===== config.mk =====
export PLATFORM = sky130hd
export DESIGN_NAME = ac_frame_sequencer
export DESIGN_NICKNAME = d
export VERILOG_FILES = /design/src/rtl/ac_pkg.sv /design/src/rtl/ac_pixel_counter.sv /design/src/rtl/ac_frame_sequencer.sv
export SDC_FILE = /design/constraint.sdc
export NUM_CORES = 1
export LEC_CHECK = 0
export CAP_MARGIN = 20
export CORE_AREA = 10 10 88 90
export CTS_CLUSTER_DIAMETER = 150
export CTS_CLUSTER_SIZE = 28
export DETAILED_ROUTE_END_ITERATION = 16
export DIE_AREA = 0 0 98 100
export PLACE_DENSITY_LB_ADDON = 0.1
export RECOVER_POWER = 50
export SLEW_MARGIN = 40
export SYNTH_ARGS = -nofsm -noshare
export SYNTH_HDL_FRONTEND = slang
export SYNTH_SLANG_ARGS = --single-unit

===== constraint.sdc =====
create_clock -name clk -period 3.6 [get_ports clk]
set_clock_uncertainty 0.15 [all_clocks]
set_input_delay 0.54 -clock clk [delete_from_list [all_inputs] [get_ports clk]]
set_output_delay 0.54 -clock clk [all_outputs]
set_load 0.1 [all_outputs]

===== src/rtl/ac_pkg.sv =====
// ac_pkg: sequencer state encoding and UPSTAT register constants
package ac_pkg;
    typedef enum logic [1:0] {ST_IDLE, ST_RUN, ST_FIN, ST_WAIT_CLR} ac_state_t;
    localparam int          UPSTAT_ADDR = 0;
    localparam int          UPSTART_BIT = 0;
    localparam int          UPEND_BIT   = 1;
    localparam logic [31:0] UPEND_WORD  = 32'h2;
endpackage


===== src/rtl/ac_pixel_counter.sv =====
// ac_pixel_counter: x/y beat counter with line-end, frame-start and frame-done flags
module ac_pixel_counter #(
    parameter int W = 3840,
    parameter int H = 2160
) (
    input  logic clk,
    input  logic rst_n,
    input  logic i_clr,
    input  logic i_step,
    output logic o_last,
    output logic o_first,
    output logic o_done
);
    localparam int XW = $clog2(W);
    localparam int YW = $clog2(H);
    logic [XW-1:0] r_x;
    logic [YW-1:0] r_y;
    logic          w_y_last;
    assign o_last   = r_x == XW'(W - 1);
    assign w_y_last = r_y == YW'(H - 1);
    assign o_first  = r_x == '0 && r_y == '0;
    assign o_done   = i_step && o_last && w_y_last;
    // y wraps explicitly so the counter is back at 0,0 after the last beat
    always_ff @(posedge clk or negedge rst_n) begin
        if (!rst_n) begin
            r_x <= '0;
            r_y <= '0;
        end else if (i_clr) begin
            r_x <= '0;
            r_y <= '0;
        end else if (i_step) begin
            r_x <= o_last ? '0 : r_x + 1'b1;
            if (o_last) r_y <= w_y_last ? '0 : r_y + 1'b1;
        end
    end
endmodule


===== src/rtl/ac_frame_sequencer.sv =====
// ac_frame_sequencer: opens the up-sampling streams for one frame and writes UPEND when it completes
module ac_frame_sequencer
    import ac_pkg::*;
#(
    parameter int CRF_DATA_WIDTH = 32,
    parameter int CRF_ADDR_WIDTH = 32,
    parameter int SRC_W = 960,
    parameter int SRC_H = 540,
    parameter int DST_W = 3840,
    parameter int DST_H = 2160
) (
    input  logic                      clk,
    input  logic                      rst_n,
    input  logic                      crf_ac_UPSTART,
    input  logic                      crf_ac_UPEND,
    input  logic                      crf_ac_wbusy,
    output logic                      ac_crf_wrt,
    output logic [CRF_ADDR_WIDTH-1:0] ac_crf_waddr,
    output logic [CRF_DATA_WIDTH-1:0] ac_crf_wdata,
    output logic                      ac_crf_processing,
    input  logic                      s_in_tvalid,
    output logic                      s_in_tready,
    input  logic                      core_in_tready,
    input  logic                      core_out_tvalid,
    output logic                      core_out_tready,
    input  logic                      m_out_tready,
    output logic                      m_out_tvalid,
    output logic                      m_out_tlast,
    output logic                      m_out_tuser
);
    localparam int IN_TOT = SRC_W * SRC_H;
    localparam int IW     = $clog2(IN_TOT + 1);
    ac_state_t     r_state, w_next;
    logic [IW-1:0] r_in_cnt;
    logic          r_wrt;
    logic          w_run, w_out_hs, w_last, w_first, w_done;
    ac_pixel_counter #(.W(DST_W), .H(DST_H)) u_out_cnt (
        .clk    (clk),
        .rst_n  (rst_n),
        .i_clr  (!w_run),
        .i_step (w_out_hs),
        .o_last (w_last),
        .o_first(w_first),
        .o_done (w_done)
    );
    always_ff @(posedge clk or negedge rst_n) begin
        if (!rst_n) r_state <= ST_IDLE;
        else        r_state <= w_next;
    end
    always_comb begin
        w_next = r_state;
        case (r_state)
            ST_IDLE:     w_next = crf_ac_UPSTART && !crf_ac_UPEND ? ST_RUN : ST_IDLE;
            ST_RUN:      w_next = !crf_ac_UPSTART ? ST_IDLE : w_done ? ST_FIN : ST_RUN;
            ST_FIN:      w_next = crf_ac_wbusy ? ST_FIN : ST_WAIT_CLR;
            ST_WAIT_CLR: w_next = crf_ac_UPEND ? ST_WAIT_CLR : ST_IDLE;
            default:     w_next = ST_IDLE;
        endcase
    end
    always_comb begin
        w_run             = r_state == ST_RUN;
        w_out_hs          = core_out_tvalid && m_out_tready && w_run;
        ac_crf_processing = w_run;
        s_in_tready       = core_in_tready && w_run && (r_in_cnt < IW'(IN_TOT));
        m_out_tvalid      = core_out_tvalid && w_run;
        core_out_tready   = m_out_tready && w_run;
        m_out_tlast       = w_run && w_last;
        m_out_tuser       = w_run && w_first;
        ac_crf_wrt        = r_wrt;
        ac_crf_waddr      = CRF_ADDR_WIDTH'(UPSTAT_ADDR);
        ac_crf_wdata      = r_wrt ? CRF_DATA_WIDTH'(UPEND_WORD) : '0;
    end
    // write request mirrors FIN from a flop so it stays glitch-free toward the register file
    always_ff @(posedge clk or negedge rst_n) begin
        if (!rst_n) r_wrt <= 1'b0;
        else        r_wrt <= w_next == ST_FIN;
    end
    always_ff @(posedge clk or negedge rst_n) begin
        if (!rst_n)                         r_in_cnt <= '0;
        else if (!w_run)                    r_in_cnt <= '0;
        else if (s_in_tvalid && s_in_tready) r_in_cnt <= r_in_cnt + 1'b1;
    end
endmodule


Yosys cells after proc, flatten, opt, wreduce, memory -nomap -nowiden
Cells that the tools add are included. Widths: inputs -> output; s select.

Register bits after elaboration: 46. Latch bits: 0. Bits in writable memories: 0. ROM bits: 0. Bits of input ports: 9. Output and inout bits: 71. Memories: 0.

Add/sub/neg operators: 3. $mul: 0. Div/mod/pow operators: 0. Magnitude comparators: 1. Eq/ne operators: 9. Shifts and indexed selects: 0. Mux-type cells: 16. Bitwise logic cells: 0. Reduce and logical (&&, ||, !) cells: 18.

Operators with widths (number): $mux 12 (7); $mux 19 (2); $add 12x1->12 const B (2); $eq 12x12->1 const B (2); $logic_not 12->1 (2); $add 19x1->19 const B (1); $lt 19x19->1 const B (1); $logic_and 1x1->1 (13); $mux 2 (4); $pmux 2 s4 (1); $eq 2x2->1 const B (3); $ne 2x1->1 const B (3); $eq 2x1->1 const B (1); $logic_not 2->1 (1); $mux 1 (2); $reduce_and 2->1 (1); $logic_not 1->1 (1).

Logic depth before layout (Yosys ltp)
Gate-level depths: netlist of run 1.

Word-level depth: 8. Gate-level depth with buffers: 7. Gate-level depth less buffers: 6.

Hierarchy
From an unflattened synthesis of run 1, not the netlist that was laid out.

Cell total of the unflattened synthesis: 361. Area total of the unflattened synthesis: 3171.8 um^2.

By module, submodules not included: ac_frame_sequencer (instances 1, cells an instance 207, area an instance 1766.7 um^2, seq. area each 550.5 um^2); ac_pixel_counter (instances 1, cells an instance 154, area an instance 1405.1 um^2, seq. area each 600.6 um^2).

Least setup slack after synthesis of run 1
No wires, ideal clock.

Path type: flip-flop to output port. From: register u_out_cnt.r_y[7]. To: output port m_out_tuser. Data arrival time: 4.012 ns. Setup slack: -1.102 ns. Cell stages (with the launch flop): 5. Path through: dfrtp_1 -> nor4_1 -> nor2b_1 -> nand4_1 -> nor4_1.

Longest elaborated chain between the ends: 3.

RTL lines: start: declaration (line ac_pixel_counter.sv:17) `logic [YW-1:0] r_y;`; start signal: assignment (line ac_pixel_counter.sv:33) `if (o_last) r_y <= w_y_last ? '0 : r_y + 1'b1;`; $logic_not 12->1 (line ac_pixel_counter.sv:21) `assign o_first = r_x == '0 && r_y == '0;`; $logic_and 1x1->1 (line ac_pixel_counter.sv:21); $logic_and 1x1->1 (line ac_frame_sequencer.sv:68) `m_out_tuser = w_run && w_first;`; end: declaration (line ac_frame_sequencer.sv:29) `output logic m_out_tuser`.

Every way passes these cells.

Worst setup path after layout of run 1
Same ends and word-level chain as after synthesis.

==> impl_metrics.ini, run 1 <==
[yosys]
synth_edf_count = 0
synth_xor_area_frac = 0.0556
ys_seq_area_frac = 0.365
async_reset_ff_frac = 1.00
synth_top_area_share = 0.365
synth_most_common_cell = buf_4
synth-compound-area-share = 0.109
synth_area_um2 = 3150
yosysTopAreaCell = dfrtp_1
synth_top_family_by_area = simple AND/OR/NAND/NOR gates
synth-main-ff-cell = dfrtp_1
synth_warnings = 0
synth_area_leaders = dfrtp_1 37%, buf_4 15%, xnor2_1 4.2%, nor2_1 4.1%, nand2_1 3.6%
synth_adder_area_share = 0.0199
synthTopCellsByCount = 64 x buf_4, 46 x dfrtp_1, 34 x nor2_1
syn_inst = 366
synthDistinctLibCells = 50
muxShareOfSynthArea = 0
yosys.area_share.simple = 0.264
ys_ff_latch = 46
synth.avg_cell_area_um2 = 8.61

[clock_tree]
clkLatencyLatePin_ps = 300
cts_inserted_buffers = 5
cts-root-buf = clkbuf_8
path_clk_slew_ps = 90
post_cts_resize_count = 0
cts_hold_buf = 0
cts_buffer_depth = 2
htreeDepth = 2
cts_setup_buffers = 0
tritoncts = done
cts.sinks = 46

[drt]
antenna_left = 0
dr_wl_met2_mm = 3.45
num_vias = 2400
drt_pass1_iterations = 4
drt-total-wl_mm = 6.72
met3_length_um = 288
highest_layer = met4
routedWlPerCell_um = 14.7
dr.first_iter.drc_count = 88
post-route-drc-count = 0
vias_per_cell = 5.25
drt-met1-wl_mm = 2.92

[power_and_ir_drop]
p_total_w = 0.00128
peakVddDrop_uv = 234
pwr-share-comb = 0.334
p_int_w = 0.000717
power.density_nw_per_um2 = 394
p_leak_nw = 1.33
power_frac_seq = 0.409
p_switching_w = 0.000563
clockPowerShare = 0.256
power.share.switching = 0.440

[die]
die_h_um = 100
start_util = 0.514
die_x_um = 98
rows = 29
die_area_um2 = 9800
pin_count = 80
core_area_um2 = 6130

[timing]
fin_tns_setup_ps = 0
fin_crit_ps = 2900
max_freq_mhz = 345
timing_hold_violations_final = 0
period_share = 0.806
max-slew-margin-rel = -0.646
drv_slew = 64
tightestPinTransition_ps = 2470
rsz0062_at_grt = false
setup_violations = 0

[placement]
place.gp.congestion = 0.857
port-buffer-count = 16
place_hpwl_mm = 4.95
placed_area_um2 = 3180

[worst_setup_path]
worstPathRequired_ps = 2910
crit_type = reg -> out
start_kind = flop
crit_arrival_ps = 2210
setup.worst_path.end_class = primary output
cp_max_fo = 8

[outcome]
status = finished with violations
violations = max-capacitance violations, max-slew violations

[worst_hold_path]
hold_class = reg -> reg

[global_route]
grt.overflow.total = 0
grt_pass1_vias = 2378
antenna_found_initial = 0
grt_pass1_wl_mm = 11.5
grt.total_usage = 0.136
grt_max_degree = 47

[cells_and_area]
drive_gt1_frac = 0.0763
final_cell_area_um2 = 3250
finalNetCount = 393
area_growth_pct = 3.14
diodes = 0

[job]
drv_cap = 2
==> cell families after synthesis <==
| group | count (synthesis) |
|---|---|
| AO/OA/AOI/OAI | 55 |
| XOR/XNOR | 20 |
| adder cells (fa/ha/maj) | 5 |
| buffers and inverters | 86 |
| flip-flops | 46 |
| other | 1 |
| AND/OR/NAND/NOR | 153 |
==> critical path, stage by stage (launching register included) <==
cell     delay, ps
dfrtp_1        450
nor4_1         440
nor2b_1        280
nand4_1        140
nor4_2         370
buf_12         220
==> state kept, by name (all words and copies together) (netlist names) <==
| name | cells |
|---|---|
| ac_crf_wrt | 1 |
| u_out_cnt.r_x | 12 |
| r_in_cnt | 19 |
| r_state | 2 |
| u_out_cnt.r_y | 12 |
==> cells in the final DEF (no fill, tap or decap), types with 7 or more instances in the layout <==
| cell type | n |
|---|---|
| a21oi_1 | 13 |
| clkdlybuf4s50_1 | 7 |
| conb_1 | 63 |
| dfrtp_1 | 46 |
| inv_1 | 10 |
| nand2_1 | 30 |
| nand3_1 | 21 |
| nor2_1 | 33 |
| nor3_1 | 14 |
| o21ai_0 | 21 |
| xnor2_1 | 15 |
==> worst paths after layout <==
| check | end | cells after the start | startpoint | slack (ps) |
|---|---|---|---|---|
| worst max-delay path | m_out_tuser | 5 | u_out_cnt.r_y[7] | 700 |
| worst min-delay path | r_in_cnt[4] | 1 | r_in_cnt[4] | 370 |
| worst max register to register | r_in_cnt[5] | 5 | r_in_cnt[14] | 950 |
| worst min register to register | r_in_cnt[4] | 1 | r_in_cnt[4] | 370 |
| max in group asynchronous | r_in_cnt[7] | 1 | rst_n | 1060 |
| min in group asynchronous | u_out_cnt.r_y[3] | 1 | rst_n | 840 |
==> stage by stage <==
stage               hold WS [ps]   util  setup slack, ps  std cells
finish                       372  0.530              700        457
global route                 404  0.530              493        457
CTS                          103  0.533              708        457
detailed placement           349  0.518             1050        449
global placement             345  0.518             1060        449
floorplan                   94.4      -             48.3        428
==> routing by layer <==
layer,track usage,vias to the layer above
li1,-,1183
met1,0.162,1156
met2,0.237,54
met3,0.0309,7
met4,0.0436,0
met5,0,-
==> cell type report <==
type | instances | area [µm²]
well taps | 77 | 96.3
flip-flops and latches | 46 | 1150
clock inverters | 1 | 5.00
repair buffers | 20 | 219
clock buffers | 7 | 86.3
inverters | 10 | 37.5
multi-input cells | 296 | 1650
fillers | 591 | 2880
==> power by group through the flow <==
| stage | Clock, W | Combinational (W) | Sequential [W] |
|---|---|---|---|
| floorplan | 0 | 0.000421 | 0.000533 |
| global placement | 0 | 0.000427 | 0.000534 |
| detailed placement | 0 | 0.000428 | 0.000534 |
| CTS | 0.000342 | 0.000428 | 0.000524 |
| global route | 0.000355 | 0.000445 | 0.000525 |
| finish | 0.000328 | 0.000428 | 0.000524 |
No activity file was read; power rests on OpenSTA's default activity.
==> inputs of run 2 (changes only) <==
--- a/config.mk
+++ b/config.mk
@@ -6,11 +6,11 @@
 export NUM_CORES = 1
 export LEC_CHECK = 0
 export CAP_MARGIN = 20
-export CORE_AREA = 10 10 88 90
+export CORE_AREA = 10 10 91 93
 export CTS_CLUSTER_DIAMETER = 150
 export CTS_CLUSTER_SIZE = 28
 export DETAILED_ROUTE_END_ITERATION = 16
-export DIE_AREA = 0 0 98 100
+export DIE_AREA = 0 0 101 103
 export PLACE_DENSITY_LB_ADDON = 0.1
 export RECOVER_POWER = 50
 export SLEW_MARGIN = 40
==> constraint.sdc (replaced) <==
create_clock -name clk -period 2.7 [get_ports clk]
set_clock_uncertainty 0.15 [all_clocks]
set_input_delay 0.405 -clock clk [delete_from_list [all_inputs] [get_ports clk]]
set_output_delay 0.405 -clock clk [all_outputs]
set_load 0.1 [all_outputs]
==> impl_metrics.ini, run 2 (synthesis gave the netlist of run 1 again) <==
[die]
start_util = 0.480
rows = 30
die_area_um2 = 10400
die_h_um = 103
core_area_um2 = 6570
die_x_um = 101
pin_count = 80

[worst_setup_path]
cp-startpoint = u_out_cnt.r_y[7]
start_kind = flop
setup.worst_path.end_class = primary output
crit_arrival_ps = 1980
worstPathRequired_ps = 2140
cp_max_fo = 8
crit_type = reg -> out
reg2reg_from = u_out_cnt.r_x[0]

[clock_tree]
cts.sinks = 46
tritoncts = done
post_cts_resize_count = 1
clkLatencyLatePin_ps = 300
cts_buffer_depth = 2
path_clk_slew_ps = 90
cts_inserted_buffers = 5
cts_hold_buf = 0
htreeDepth = 2
cts-root-buf = clkbuf_8
cts_setup_buffers = 0

[placement]
place_hpwl_mm = 5.14
place.gp.congestion = 0.814
dp_slack_ps = 249
port-buffer-count = 16
placed_cells = 457

[cells_and_area]
diodes = 0
final_common_cell = conb_1
top_register = r_in_cnt
area_growth_pct = 6.43
utilization = 0.510
drive_gt1_frac = 0.109
finalNetCount = 398
top_regs = r_in_cnt x19, u_out_cnt.r_x x12, u_out_cnt.r_y x12
layout_common_cells = 63 x conb_1, 45 x dfrtp_1, 32 x nor2_1
final_cells = 465
largest_reg_flops = 19

[drt]
dr.first_iter.drc_count = 112
vias_per_cell = 5.14
drt_pass1_iterations = 4
antenna_left = 0
post-route-drc-count = 0
routedWlPerCell_um = 15.1
num_vias = 2391
drt-total-wl_mm = 7.00

[global_route]
grt.overflow.total = 0
antenna_found_initial = 0
grt_pass1_vias = 2245
grt.total_usage = 0.133
grt_pass1_wl_mm = 11.3
grt_max_degree = 47

[timing]
finalWorstSetupSlack_ps = 161
rsz0062_at_grt = false
timing_hold_violations_final = 0
drv_slew = 0
max-slew-margin-rel = 0.220
fin_crit_ps = 2540
setup_violations = 0
period_share = 0.940
fin_tns_setup_ps = 0
tightestPinTransition_ps = 1180
max_freq_mhz = 394

[power_and_ir_drop]
peakVddDrop_uv = 294
power.density_nw_per_um2 = 510
p_leak_nw = 1.38

[job]
drv_cap = 0

[worst_hold_path]
hold_class = in -> async

[outcome]
status = finished, final reports clean
-- run 2: worst max-delay path, stage by stage (launching register included) --
cell and delay (ps):
dfrtp_2 470, nor4_4 320, nor2b_4 210, nand4_1 150, nor4_4 330, buf_12 210
-- run 2: final cells by class --
class / count / area [µm²]
Multi-Input combinational cell: 296 / 1710
Tap cell: 80 / 100
Inverter: 10 / 37.5
Clock buffer: 6 / 72.6
Fill cell: 635 / 3220
Clock inverter: 2 / 13.8
Sequential cell: 46 / 1150
Timing Repair Buffer: 25 / 268
-- run 2: final timing paths --
path,end,cells after the start,slack [ps]
max,m_out_tuser,5,160
min,u_out_cnt.r_x[7],2,240
max reg2reg,u_out_cnt.r_y[4],7,410
max in group asynchronous,u_out_cnt.r_y[7],2,1400
min reg2reg,r_in_cnt[4],1,380
min in group clk,r_in_cnt[4],1,380
-- run 2: power by group --
group / switching [W] / internal, W / total [W]
registers: 0.00000642 / 0.000692 / 0.000699
clock network: 0.000245 / 0.000183 / 0.000429
logic: 0.000518 / 0.0000669 / 0.000584
-- run 2: per-stage QoR --
| stage | total power, W | hold WS, ps | area, µm² |
|---|---|---|---|
| detailed placement | 0.00130 | 351 | 3250 |
| global placement | 0.00129 | 343 | 3240 |
| global route | 0.00178 | 352 | 3350 |
| finish | 0.00171 | 241 | 3350 |
| CTS | 0.00173 | 53.4 | 3350 |
| floorplan | 0.00128 | -40.6 | 3410 |
-- run 2: metal layers --
layer / up-vias / wire (µm) / global-route usage / part of all wire
met3: 5 / 304 / 0.0295 / 0.043
li1: 1186 / - / - / -
met2: 53 / 3550 / 0.215 / 0.51
met5: - / 0 / 0 / 0
met4: 0 / 59 / 0.0418 / 0.0084
met1: 1147 / 3090 / 0.172 / 0.44
